`config.mk`:
```
export PLATFORM = sky130hd
export DESIGN_NAME = inst_fetch
export DESIGN_NICKNAME = d
export VERILOG_FILES = /design/src/rtl/inst_fetch.sv
export SDC_FILE = /design/constraint.sdc
export NUM_CORES = 1
export LEC_CHECK = 0
export ABC_AREA = 0
export BUFFER_PORTS_ARGS = -buffer_cell sky130_fd_sc_hd__buf_2
export CAP_MARGIN = 20
export CORE_ASPECT_RATIO = 2
export CORE_UTILIZATION = 55
export DETAILED_ROUTE_END_ITERATION = 8
export HOLD_SLACK_MARGIN = 0.1
export PLACE_DENSITY = 0.89
export SLEW_MARGIN = 20
export SYNTH_ARGS = -nofsm -noshare
export SYNTH_HDL_FRONTEND = slang
export SYNTH_SLANG_ARGS = --single-unit
```
`constraint.sdc`:
```
create_clock -name clk -period 21.7 [get_ports clk]
set_input_delay 4.34 -clock clk [delete_from_list [all_inputs] [get_ports clk]]
set_output_delay 4.34 -clock clk [all_outputs]
set_load 0.01 [all_outputs]
```
`src/rtl/inst_fetch.sv`:
```
// Instruction fetch unit: issues word fetches, tags each grant with its address,
// buffers returned words for the decoder and discards in-flight fetches on redirect.
module inst_fetch #(
    parameter logic [31:0] RESET_PC = 32'h0000_0000,
    parameter int          DEPTH    = 2
) (
    input  logic        clk,
    input  logic        rst,
    output logic        imem_req,
    output logic [31:0] imem_addr,
    input  logic        imem_gnt,
    input  logic        imem_rvalid,
    input  logic [31:0] imem_rdata,
    input  logic        redirect,
    input  logic [31:0] redirect_pc,
    output logic [31:0] inst,
    output logic [31:0] inst_addr,
    output logic        inst_valid,
    input  logic        inst_ready
);
    localparam int            PW      = (DEPTH > 1) ? $clog2(DEPTH) : 1;
    localparam int            CW      = $clog2(DEPTH + 1);
    localparam logic [CW-1:0] DEPTH_C = CW'(DEPTH);
    localparam logic [CW-1:0] ZERO_C  = {CW{1'b0}};
    localparam logic [CW-1:0] ONE_C   = {{(CW-1){1'b0}}, 1'b1};
    localparam logic [PW-1:0] PZERO_C = {PW{1'b0}};
    localparam logic [PW-1:0] LAST_C  = PW'(DEPTH - 1);
    localparam logic [31:0]   NOP_C   = 32'h0000_0013;
    localparam logic [31:0]   ALIGN_C = 32'hFFFF_FFFC;

    typedef enum logic [0:0] {RUN = 1'b0, FLUSH = 1'b1} state_e;

    function automatic logic [PW-1:0] ptr_inc(input logic [PW-1:0] p);
        return (p == LAST_C) ? PZERO_C : p + {{(PW-1){1'b0}}, 1'b1};
    endfunction

    state_e        state_q, state_d;
    logic [31:0]   pc_q, pc_d;
    logic [31:0]   tag_q [DEPTH];
    logic [PW-1:0] tag_wp_q, tag_wp_d, tag_rp_q, tag_rp_d;
    logic [CW-1:0] out_cnt_q, out_cnt_d;
    logic [31:0]   fifo_inst_q [DEPTH];
    logic [31:0]   fifo_addr_q [DEPTH];
    logic [PW-1:0] fifo_wp_q, fifo_wp_d, fifo_rp_q, fifo_rp_d;
    logic [CW-1:0] fifo_cnt_q, fifo_cnt_d;
    logic [CW-1:0] disc_q, disc_d;
    logic          valid_q, valid_d;
    logic          req_s, gnt_s, rsp_s, pop_s, tag_push_s, fifo_push_s;
    logic [CW:0]   occ_s;

    // Occupancy counts the slot freed by this cycle's handshake so a single-cycle
    // memory sustains one instruction per cycle.
    assign occ_s = {1'b0, out_cnt_q} + {1'b0, fifo_cnt_q} - {{CW{1'b0}}, pop_s};
    assign req_s = !rst && (state_q == RUN) && !redirect && (occ_s < {1'b0, DEPTH_C});
    assign gnt_s = req_s && imem_gnt;
    assign rsp_s = imem_rvalid && (out_cnt_q != ZERO_C) && (state_q == RUN);
    assign pop_s = valid_q && inst_ready;

    // Next-state logic for fetch PC, tag queue, instruction FIFO and flush control.
    always_comb begin
        state_d     = state_q;
        pc_d        = pc_q;
        tag_wp_d    = tag_wp_q;
        tag_rp_d    = tag_rp_q;
        out_cnt_d   = out_cnt_q;
        fifo_wp_d   = fifo_wp_q;
        fifo_rp_d   = fifo_rp_q;
        fifo_cnt_d  = fifo_cnt_q;
        disc_d      = disc_q;
        tag_push_s  = 1'b0;
        fifo_push_s = 1'b0;
        case (state_q)
            RUN: begin
                if (redirect) begin
                    pc_d       = redirect_pc & ALIGN_C;
                    tag_wp_d   = PZERO_C;
                    tag_rp_d   = PZERO_C;
                    out_cnt_d  = ZERO_C;
                    fifo_wp_d  = PZERO_C;
                    fifo_rp_d  = PZERO_C;
                    fifo_cnt_d = ZERO_C;
                    // A response arriving with the redirect is dropped now, not counted.
                    disc_d     = out_cnt_q + CW'(gnt_s) - CW'(rsp_s);
                    state_d    = (disc_d != ZERO_C) ? FLUSH : RUN;
                end else begin
                    tag_push_s  = gnt_s;
                    fifo_push_s = rsp_s;
                    if (gnt_s) begin
                        pc_d     = pc_q + 32'd4;
                        tag_wp_d = ptr_inc(tag_wp_q);
                    end else begin
                        pc_d     = pc_q;
                        tag_wp_d = tag_wp_q;
                    end
                    if (rsp_s) begin
                        tag_rp_d  = ptr_inc(tag_rp_q);
                        fifo_wp_d = ptr_inc(fifo_wp_q);
                    end else begin
                        tag_rp_d  = tag_rp_q;
                        fifo_wp_d = fifo_wp_q;
                    end
                    if (pop_s) begin
                        fifo_rp_d = ptr_inc(fifo_rp_q);
                    end else begin
                        fifo_rp_d = fifo_rp_q;
                    end
                    out_cnt_d  = out_cnt_q + CW'(gnt_s) - CW'(rsp_s);
                    fifo_cnt_d = fifo_cnt_q + CW'(rsp_s) - CW'(pop_s);
                end
            end
            FLUSH: begin
                if (redirect) begin
                    pc_d = redirect_pc & ALIGN_C;
                end else begin
                    pc_d = pc_q;
                end
                if (imem_rvalid && (disc_q != ZERO_C)) begin
                    disc_d = disc_q - ONE_C;
                end else begin
                    disc_d = disc_q;
                end
                if (disc_d == ZERO_C) begin
                    state_d = RUN;
                end else begin
                    state_d = FLUSH;
                end
            end
            default: state_d = RUN;
        endcase
    end

    assign valid_d = (fifo_cnt_d != ZERO_C);

    // Control and pointer registers.
    always_ff @(posedge clk or posedge rst) begin
        if (rst) begin
            state_q    <= RUN;
            pc_q       <= RESET_PC;
            tag_wp_q   <= PZERO_C;
            tag_rp_q   <= PZERO_C;
            out_cnt_q  <= ZERO_C;
            fifo_wp_q  <= PZERO_C;
            fifo_rp_q  <= PZERO_C;
            fifo_cnt_q <= ZERO_C;
            disc_q     <= ZERO_C;
            valid_q    <= 1'b0;
        end else begin
            state_q    <= state_d;
            pc_q       <= pc_d;
            tag_wp_q   <= tag_wp_d;
            tag_rp_q   <= tag_rp_d;
            out_cnt_q  <= out_cnt_d;
            fifo_wp_q  <= fifo_wp_d;
            fifo_rp_q  <= fifo_rp_d;
            fifo_cnt_q <= fifo_cnt_d;
            disc_q     <= disc_d;
            valid_q    <= valid_d;
        end
    end

    // Tag queue and instruction FIFO storage; FIFO resets to NOP at address 0.
    always_ff @(posedge clk or posedge rst) begin
        if (rst) begin
            for (int i = 0; i < DEPTH; i++) begin
                tag_q[i]       <= 32'h0000_0000;
                fifo_inst_q[i] <= NOP_C;
                fifo_addr_q[i] <= 32'h0000_0000;
            end
        end else begin
            if (tag_push_s) begin
                tag_q[tag_wp_q] <= pc_q;
            end
            if (fifo_push_s) begin
                fifo_inst_q[fifo_wp_q] <= imem_rdata;
                fifo_addr_q[fifo_wp_q] <= tag_q[tag_rp_q];
            end
        end
    end

    assign imem_req   = req_s;
    assign imem_addr  = pc_q;
    assign inst       = fifo_inst_q[fifo_rp_q];
    assign inst_addr  = fifo_addr_q[fifo_rp_q];
    assign inst_valid = valid_q;

endmodule

```
==> flow_summary_export.csv <==
group,metric,value,unit
layout,nNetsFinal,1085,
place,place.gp.congestion,0.973,
layout,drive_above_1_share,0.317,
clock_tree,cts_setup_buffers,0,
layout,fillerInstances,1383,
timing,slew_viol_final,0,
timing,rsz0062_at_grt,"no",
logic_synthesis,ys_ff_latch,226,
worst_setup_path,worst_path_dominant_cell_family,"XOR/XNOR gates",
hold_path,hold_class,"reg2reg",
worst_setup_path,start_kind,"input port",
worst_setup_path,regToRegEndpoint,"tag_q[37]",
clock_tree,worstSkewPairLatency,0.49,ns
timing,finalSetupTns,0,ns
timing,setup_viol,0,
grt,grt_pass1_wl,38500,microns
logic_synthesis,netlist.top_cell.by_area,"dfrtp_1",
die,rows,71,
timing,hold_viol,0,
logic_synthesis,netlist_instances,869,
timing,post-route-min-period,10.40,ns
outcome,outcome,"completed",
place,io_buffer_count,161,
power_and_ir_drop,clkPwrFrac,0.235,
clock_tree,cts-hold-fix-buffers,0,
run,maxCapViolations,0,
power_and_ir_drop,swShare,0.335,
clock_tree,numCtsBuffers,20,
drt,firstDrtPassIters,4,
clock_tree,clockBufferDepth,3,
power_and_ir_drop,seq_power_share,0.416,
logic_synthesis,synth_area_leaders,"dfrtp_1 53%, mux2_2 10%, mux2_1 9.9%",
grt,grt_overflow,0,
worst_setup_path,r2r.worst_path.cells,8,
timing,worstMarginPinSlew,0.904,ns
logic_synthesis,synth_cell_type_count,64,
worst_setup_path,path_class,"in2out",
drt,routed_wl,23600,microns
place,dp_slack,11.34,ns
timing,fmax,0.0961,GHz
worst_setup_path,rr_startpoint,"out_cnt_q[1]",
logic_synthesis,yosys_warnings,0,
die,core,0.0187,sq mm
clock_tree,cts_tree,"built",
power_and_ir_drop,total_power,0.00165,W
drt,first_iter_violations,360,
hold_path,min_to,"tag_q[48]",
die,die_area,0.0196,sq mm
timing,setup_slack,11.30,ns
drt,via_per_inst,5.74,
drt,drc,0,
layout,antenna_cells,0,
layout,area_delta_synth_final,16.1,%
worst_setup_path,end_kind,"primary output",
logic_synthesis,netlist_area,0.0105,sq mm
die,io_pins,168,
die,fp.dieH,197,microns
grt,antenna_found_initial,0,
worst_setup_path,critical_path_required,17.36,ns
clock_tree,clk_root_buffer_cell,"clkbuf_16",
hold_path,worstHoldPathCells,1,
logic_synthesis,synthXorXnorAreaFrac,0.0193,
power_and_ir_drop,p_switching,0.000553,W
worst_setup_path,reg2reg_slack,18.36,ns
logic_synthesis,synth_top_area_frac,0.527,
timing,relSlewSlack,0.397,
place,hpwlAfterDp,15700,microns
power_and_ir_drop,p_int,0.00110,W
clock_tree,post_cts_resized,0,
power_and_ir_drop,comb_power_share,0.349,
logic_synthesis,muxShareOfSynthArea,0.229,
logic_synthesis,synth_edf_count,0,
layout,fin_util,0.647,
hold_path,hp-start,"tag_q[48]",
power_and_ir_drop,p_leak,5.63,nW
timing,fin_skew,0.0158,ns
power_and_ir_drop,peakVddDrop,0.000125,V
grt,grt_pass1_vias,7753,
grt,grt_max_degree,160,
logic_synthesis,syn_area_per_cell,12.0,sq um
worst_setup_path,worst_path_max_delay_cell,"xnor2_1",
grt,grt_usage,0.249,
logic_synthesis,synth_top_family_by_area,"multiplexers",
drt,vias,7336,
worst_setup_path,cpMostUsedCell,"buf_2",
worst_setup_path,slowest_delay,0.54,ns
die,start_util,0.558,
clock_tree,cts.sinks,226,
worst_setup_path,crit_fanout,7,
worst_setup_path,worstPathArrival,6.06,ns
logic_synthesis,synthArstFlopShare,1.00,
clock_tree,htreeDepth,1,
worst_setup_path,cp_num_buf_inv,2,
drt,routedWlPerCell,18.5,microns
power_and_ir_drop,power_density,136,mW/mm^2
logic_synthesis,synthAdderAreaFrac,0.00910,
logic_synthesis,synth-compound-area-share,0.0706,
logic_synthesis,synthSimpleGateAreaFrac,0.0983,
logic_synthesis,yosysSeqAreaShare,0.542,
drt,ant_nets,0,
logic_synthesis,synthFlopType,"dfrtp_1",
clock_tree,clk_pin_slew_worst_paths,0.06,ns
worst_setup_path,path_cells,"buf_2 -> nand2_1 -> nor2_1 -> o21ai_0 -> fa_1 -> xnor2_1 -> nor4_1 -> buf_2",
die,dieWidth,99.5,microns
timing,finalCritPeriodShare,0.479,
[kinds of logic (layout without fill, tap and decap cells)]
kind of cell,count (synthesis),in the layout
flip-flops,226,226
multiplexers,216,216
AND/OR/NAND/NOR,197,197
AO/OA/AOI/OAI,130,130
buffers and inverters,69,219
XOR/XNOR,23,23
adder cells (fa/ha/maj),7,7
other,1,4
[cell usage in the layout (no fill, tap or decap), types with 10 or more instances in the layout]
cell	instances
o21ai_1	19
xnor2_1	13
mux2_1	92
nand3_1	10
buf_4	12
xor2_1	10
dfrtp_1	219
buf_2	161
a21oi_1	70
o21ai_0	14
clkbuf_16	21
nand2_1	45
mux2_2	93
nor2_1	77
mux2i_1	31
[worst max path at each step]
stage | startpoint | end | cells after the start
2_1_floorplan | rst | disc_q[0] | 1
3_3_place_gp | inst_ready | imem_req | 8
3_5_place_dp | inst_ready | imem_req | 8
4_1_cts | inst_ready | imem_req | 8
5_1_grt | inst_ready | imem_req | 8
6_report | inst_ready | imem_req | 8
[metal layers]
layer,wire [microns],up-vias,track usage
li1,-,3352,-
met1,8790,3606,0.282
met2,12500,293,0.453
met3,1100,85,0.0255
met4,1210,0,0.136
met5,0,-,0
[layout make-up]
class                           instances  area [sq um]  area share
Clock buffer                           28           572      0.0471
Sequential cell                       226          5660       0.467
Tap cell                              255           319      0.0263
Timing Repair Buffer                  173           896      0.0738
Multi-Input combinational cell        577          4490       0.370
Clock inverter                          8           148      0.0122
Inverter                               10          50.0     0.00412
[power by group through the flow]
stage	clock network, W	registers [W]	logic (W)
floorplan	0	0.000662	0.000410
global placement	0	0.000676	0.000553
detailed placement	0	0.000692	0.000573
CTS	0.000393	0.000686	0.000581
global route	0.000409	0.000707	0.000634
finish	0.000387	0.000687	0.000576
[synthesized netlist by cell type (all sizes together) (9+ instances only)]
cell,number
nand3,10
o21ai,33
xor2,10
inv,9
nor3,12
nand4,11
buf,38
nand2,45
mux2i,31
mux2,185
and3,9
nor2,78
a21oi,70
nor4,9
clkbuf,21
xnor2,13
dfrtp,220
[registers in the layout (all words and copies together), names as in the netlist]
signal       flops
inst_valid       1
state_q          1
fifo_wp_q        1
imem_addr       30
tag_q           60
out_cnt_q        2
fifo_rp_q        1
disc_q           2
fifo_inst_q     64
fifo_cnt_q       2
tag_wp_q         1
tag_rp_q         1
fifo_addr_q     60
[stage by stage]
stage               hold WS (ns)  instances  area (sq um)
finish                     0.484       1277         12100
floorplan                  0.452        872         10500
global route               0.507       1277         12100
detailed placement         0.471       1241         11400
global placement           0.461       1241         11400
CTS                        0.488       1277         12100
Note: power is estimated with default switching activity, not from simulation.
